===== src/rtl/snell_pkg.sv =====
// Shared constants for the snell sine stage: widths, error bit positions and the
// integer-degree sine table (4096 = 1.0).
package snell_pkg;

    localparam int SIN_W     = 13;
    localparam int ANG_W     = 7;
    localparam int ANG_MAX   = 90;
    localparam int ERR_W     = 2;
    localparam int ERR_RANGE = 0;
    localparam int ERR_DIV0  = 1;

    typedef logic [SIN_W-1:0] sin_t;
    typedef logic [ANG_W-1:0] ang_t;
    typedef logic [ERR_W-1:0] err_t;

    // round(4096 * sin(d degrees)) for d = 0..ANG_MAX
    localparam sin_t SIN_TABLE [0:ANG_MAX] = '{
           0,   71,  143,  214,  286,  357,  428,  499,  570,  641,
         711,  782,  852,  921,  991, 1060, 1129, 1198, 1266, 1334,
        1401, 1468, 1534, 1600, 1666, 1731, 1796, 1860, 1923, 1986,
        2048, 2110, 2171, 2231, 2290, 2349, 2408, 2465, 2522, 2578,
        2633, 2687, 2741, 2793, 2845, 2896, 2946, 2996, 3044, 3091,
        3138, 3183, 3228, 3271, 3314, 3355, 3396, 3435, 3474, 3511,
        3547, 3582, 3617, 3650, 3681, 3712, 3742, 3770, 3798, 3824,
        3849, 3873, 3896, 3917, 3937, 3956, 3974, 3991, 4006, 4021,
        4034, 4046, 4056, 4065, 4074, 4080, 4086, 4090, 4094, 4095,
        4096
    };

    function automatic logic ang_bad(input ang_t ang);
        return int'(ang) > ANG_MAX;
    endfunction

endpackage


===== src/rtl/snell_sin_lut.sv =====
// Combinational sine ROM: integer-degree angle in, fixed-point sine out.
// Angles beyond the table read as zero and raise range_err.
module snell_sin_lut
    import snell_pkg::*;
(
    input  ang_t ang,
    output sin_t sin_val,
    output logic range_err
);

    always_comb begin
        range_err = ang_bad(ang);
        sin_val   = '0;
        if (!range_err) begin
            sin_val = SIN_TABLE[ang];
        end
    end

endmodule


===== src/rtl/snell_sine_stage.sv =====
// Two-stage backpressured pipeline feeding the snell_law calculator: registers the
// sample, looks up both sines, and flags inputs the downstream divide cannot accept.
module snell_sine_stage
    import snell_pkg::*;
#(
    parameter int ECNT_W = 8
) (
    input  logic              clk,
    input  logic              rst,
    input  logic              in_valid,
    output logic              in_ready,
    input  logic [3:0]        in_n2,
    input  logic [ANG_W-1:0]  in_th1,
    input  logic [ANG_W-1:0]  in_th2,
    output logic              out_valid,
    input  logic              out_ready,
    output logic [3:0]        out_n2,
    output logic [SIN_W-1:0]  out_sin1,
    output logic [SIN_W-1:0]  out_sin2,
    output logic [ERR_W-1:0]  out_err,
    output logic [ECNT_W-1:0] err_cnt
);

    logic       rdy_en;
    logic       vld_p1;
    logic [3:0] n2_p1;
    ang_t       th1_p1;
    ang_t       th2_p1;
    logic       zero_p1;
    logic       take_p1;
    logic       adv_p2;
    sin_t       sin1_c;
    sin_t       sin2_c;
    logic       rng1_c;
    logic       rng2_c;
    err_t       err_c;

    function automatic logic [ECNT_W-1:0] sat_inc(input logic [ECNT_W-1:0] v);
        return (&v) ? v : v + ECNT_W'(1);
    endfunction

    // Held low through reset so no sample is taken until the first clean edge.
    always_ff @(posedge clk or posedge rst) begin
        if (rst) begin
            rdy_en <= 1'b0;
        end else begin
            rdy_en <= 1'b1;
        end
    end

    assign adv_p2   = !out_valid || out_ready;
    assign in_ready = rdy_en && (!vld_p1 || adv_p2);
    assign take_p1  = in_valid && in_ready;

    // Stage 1: capture the sample and the divide-by-zero check
    always_ff @(posedge clk or posedge rst) begin
        if (rst) begin
            vld_p1 <= 1'b0;
        end else if (in_ready) begin
            vld_p1 <= in_valid;
        end
    end

    always_ff @(posedge clk) begin
        if (take_p1) begin
            n2_p1   <= in_n2;
            th1_p1  <= in_th1;
            th2_p1  <= in_th2;
            zero_p1 <= (in_th1 == '0);
        end
    end

    snell_sin_lut u_lut1 (
        .ang       (th1_p1),
        .sin_val   (sin1_c),
        .range_err (rng1_c)
    );

    snell_sin_lut u_lut2 (
        .ang       (th2_p1),
        .sin_val   (sin2_c),
        .range_err (rng2_c)
    );

    // An out-of-range th1 also reads as a zero sine, so it poisons the divide too.
    always_comb begin
        err_c            = '0;
        err_c[ERR_RANGE] = rng1_c || rng2_c;
        err_c[ERR_DIV0]  = zero_p1 || rng1_c;
    end

    // Stage 2: register ROM outputs; these drive the consumer directly
    always_ff @(posedge clk or posedge rst) begin
        if (rst) begin
            out_valid <= 1'b0;
            out_n2    <= '0;
            out_sin1  <= '0;
            out_sin2  <= '0;
            out_err   <= '0;
            err_cnt   <= '0;
        end else begin
            if (adv_p2) begin
                out_valid <= vld_p1;
            end
            if (adv_p2 && vld_p1) begin
                out_n2   <= n2_p1;
                out_sin1 <= sin1_c;
                out_sin2 <= sin2_c;
                out_err  <= err_c;
            end
            if (out_valid && out_ready && (out_err != '0)) begin
                err_cnt <= sat_inc(err_cnt);
            end
        end
    end

endmodule


===== config.mk =====
export PLATFORM = sky130hd
export DESIGN_NAME = snell_sine_stage
export DESIGN_NICKNAME = d
export VERILOG_FILES = /design/src/rtl/snell_pkg.sv /design/src/rtl/snell_sin_lut.sv /design/src/rtl/snell_sine_stage.sv
export SDC_FILE = /design/constraint.sdc
export NUM_CORES = 1
export LEC_CHECK = 0
export CELL_PAD_IN_SITES_DETAIL_PLACEMENT = 0
export CELL_PAD_IN_SITES_GLOBAL_PLACEMENT = 1
export CORE_MARGIN = 1
export CORE_UTILIZATION = 40
export CTS_CLUSTER_DIAMETER = 120
export DETAILED_ROUTE_END_ITERATION = 6
export HOLD_SLACK_MARGIN = 0.15
export PLACE_DENSITY_LB_ADDON = 0.1
export SETUP_SLACK_MARGIN = 0.3
export SYNTH_ARGS = -nofsm -noshare
export SYNTH_HDL_FRONTEND = slang
export SYNTH_HIERARCHICAL = 1
export SYNTH_SLANG_ARGS = --single-unit

===== constraint.sdc =====
create_clock -name clk -period 2.6 [get_ports clk]
set_clock_uncertainty 0.2 [all_clocks]
set_input_delay 0.52 -clock clk [delete_from_list [all_inputs] [get_ports clk]]
set_output_delay 0.52 -clock clk [all_outputs]
set_load 0.01 [all_outputs]

==> flow_metrics.env <==
export IMPL_outcome="complete, no violations"
export IMPL_cp_end_kind="flip-flop"
export IMPL_cp_arrival_ns=2.37
export IMPL_htree_levels=3
export IMPL_wl_per_cell_um=20.77
export IMPL_antenna_found_initial=0
export IMPL_clockBufferDepth=2
export IMPL_hold_end="out_n2[3]"
export IMPL_nNetsFinal=827
export IMPL_fp_row_count=43
export IMPL_start_kind="flip-flop"
export IMPL_dieArea_mm2=0.01482
export IMPL_r2r_cells=9
export IMPL_dpl_worst_slack_ns=0.03491
export IMPL_yosysSeqAreaShare_pct=28.70
export IMPL_synth_top_cell_by_area="dfrtp_1"
export IMPL_yosys_top_cells_count="nand2_1 (56), dfrtp_1 (43), nor2_1 (40), o21ai_0 (40), a21oi_1 (39)"
export IMPL_drc=0
export IMPL_hold_depth=1
export IMPL_ir_drop_v=0.0005778
export IMPL_n_antenna_cell=0
export IMPL_gr_usage_all_layers_pct=26.38
export IMPL_synth_area_leaders="dfrtp_1 (19%), edfxtp_1 (9.9%), ha_1 (6.8%)"
export IMPL_cts_hold_buf=0
export IMPL_syn_area_mm2=0.005737
export IMPL_yosys_register_bits=62
export IMPL_finalSetupViolCount=0
export IMPL_finalCritPeriodShare_pct=90.47
export IMPL_max_stage_delay_ns=0.48
export IMPL_netlist_instances=650
export IMPL_worstMarginPinSlew_ns=0.5730
export IMPL_gp_congestion=0.9791
export IMPL_clk_latency_ns=0.33
export IMPL_setup_slack_ns=0.2478
export IMPL_areaGrowthSynthToFinish_pct=40.92
export IMPL_netlist_cell_type_count=88
export IMPL_min_path_type="flip-flop to flip-flop"
export IMPL_first_pass_iters=6
export IMPL_core_area_mm2=0.01393
export IMPL_relSlewSlack_pct=61.80
export IMPL_placed_area_mm2=0.006863
export IMPL_start_util_pct=41.17
export IMPL_num_vias=5881
export IMPL_fin_util_pct=58.01
export IMPL_finalInstanceArea_mm2=0.008084
export IMPL_power_density_mw_per_mm2=539.9
export IMPL_reg2reg_from="th1_p1[1]"
export IMPL_viasPerCell=6.132
export IMPL_grt_max_degree=59
export IMPL_synthesis_nets=703
export IMPL_cp_max_fo=5
export IMPL_drt_iter0_markers=663
export IMPL_yosys_warnings=6
export IMPL_overflow=0
export IMPL_rsz0062_at_grt="yes"
export IMPL_rr_endpoint="out_sin1[3]"
export IMPL_tns_ns=0
export IMPL_rrSetupSlack_ns=0.25
export IMPL_clk_pin_slew_ns=0.06
export IMPL_wl_um=19920
export IMPL_numCtsBuffers=9
export IMPL_port_buffers=63
export IMPL_fin_cells=959
export IMPL_crit_type="flip-flop to flip-flop"
export IMPL_fin_hold_ws_ns=0.2750
export IMPL_grt_pass1_vias=5522
export IMPL_grt_first_pass_wirelength_um=30280
export IMPL_ioPinCount=64
export IMPL_cp_cell_sequence="buf_6 -> ha_4 -> buf_4 -> nand2_4 -> nand2_1 -> mux4_2 -> nand2_2 -> a22oi_2 -> mux2_2"
export IMPL_yosys_cell_count_top_type="nand2_1"
export IMPL_slowest_stage="edfxtp_1"
export IMPL_clock_fmax_ghz=0.4251
export IMPL_hpwl_um=13370
export IMPL_drive_gt1_share_pct=32.86
export IMPL_drv_cap=0
export IMPL_synthArstFlopShare_pct=69.35
export IMPL_clock_sinks=62
export IMPL_cts_root_buf="clkbuf_16"
export IMPL_die_w_um=121.8
export IMPL_ys_flop_type="dfrtp_1"
export IMPL_cts_tree="yes"
export IMPL_synth_top_area_share_pct=18.76
export IMPL_synth_edf_count=19
export IMPL_slew_viol_final=0
export IMPL_place_inst=906
export IMPL_final_antenna_net_count=0
export IMPL_min_period_ns=2.352
export IMPL_cp_data_required_time_ns=2.61
export IMPL_leakage_nw=3.210
export IMPL_p_total_mw=4.364
export IMPL_syn_area_per_cell_um2=8.826
export IMPL_min_from="n2_p1[3]"
export IMPL_die_h_um=121.8
export IMPL_hold_viol_final=0
-- report_power, final --
| part | total [mW] | switching [mW] | internal [mW] |
|---|---|---|---|
| Sequential | 1.42 | 0.187 | 1.23 |
| Clock | 1.18 | 0.436 | 0.739 |
| Combinational | 1.77 | 0.815 | 0.954 |
-- cells in the final DEF (no fill, tap or decap), types with 11 or more instances in the layout --
cell type,instances
nand3_1,20
nand2b_1,17
inv_1,12
clkdlybuf4s50_1,61
nor2b_1,13
a21oi_1,33
mux2_2,26
mux2i_1,15
a31oi_1,11
buf_4,76
buf_6,13
ha_1,13
edfxtp_1,19
o21ai_0,33
nand2_1,52
o21ai_1,14
o211ai_1,19
nor2_1,37
dfrtp_1,43
nor3_1,11
ha_4,15
clkbuf_16,11
-- state kept, by name, indices dropped and copies added, names as in the netlist --
register   count
out_sin1      13
out_sin2      13
err_cnt        8
th1_p1         7
th2_p1         7
n2_p1          4
out_n2         4
out_err        2
out_valid      1
rdy_en         1
vld_p1         1
zero_p1        1
-- cell families (layout without fill, tap and decap cells) --
kind of cell	after synthesis	in the layout	synth area share, %
flops	62	62	28.70
xor+xnor	4	4	0.6108
other cells	1	1	0.06537
fa+ha+maj	32	32	6.936
simple gates	201	201	17.97
mux	54	54	10.73
compound gates	221	221	27.31
buf+inv	75	204	7.677
-- routing by layer --
| metal | wire (µm) | part of all wire [%] | track usage (%) | vias to the layer above |
|---|---|---|---|---|
| met5 | 0 | 0 | 0 | - |
| met1 | 9203 | 46 | 39.59 | 2837 |
| met2 | 8518 | 43 | 36.76 | 308 |
| met4 | 340 | 1.7 | 7.330 | 0 |
| li1 | - | - | - | 2691 |
| met3 | 1854 | 9.3 | 6.601 | 45 |
-- how the worst max path moves through the flow --
| stage | from | slack, ns | endpoint |
|---|---|---|---|
| finish | th1_p1[1] | 0.25 | out_sin1[3] |
| global route | th2_p1[0] | 0.16 | out_sin2[1] |
| CTS | th1_p1[1] | 0.26 | out_sin1[3] |
| detailed placement | out_ready | 0.03 | in_ready |
| global placement | out_ready | 0.02 | in_ready |
| floorplan | th1_p1[1] | 0.24 | out_sin1[3] |
-- repair_timing --
action,CTS,global route
buffers inserted,17,17
gates resized for setup,40,88
cloned,1,2
pin swaps,11,30
endpoints found under the setup margin,20,22
-- critical path: cells and delay by family, from the launching register on --
| kind | cells | cell delay (ns) |
|---|---|---|
| compound gates | 1 | 0.07 |
| simple gates | 3 | 0.23 |
| mux | 2 | 0.75 |
| flops | 1 | 0.48 |
| buf+inv | 2 | 0.33 |
| fa+ha+maj | 1 | 0.17 |
-- area by class of cell --
type	instances	area, µm²
inverter	22	107.6
timing repair buffer	166	1642
multi-input combinational	513	4170
sequential	62	1647
fill	1191	5851
clock buffer	10	229.0
tap	180	225.2
clock inverter	6	63.81
(Power assumes the default switching activity.)
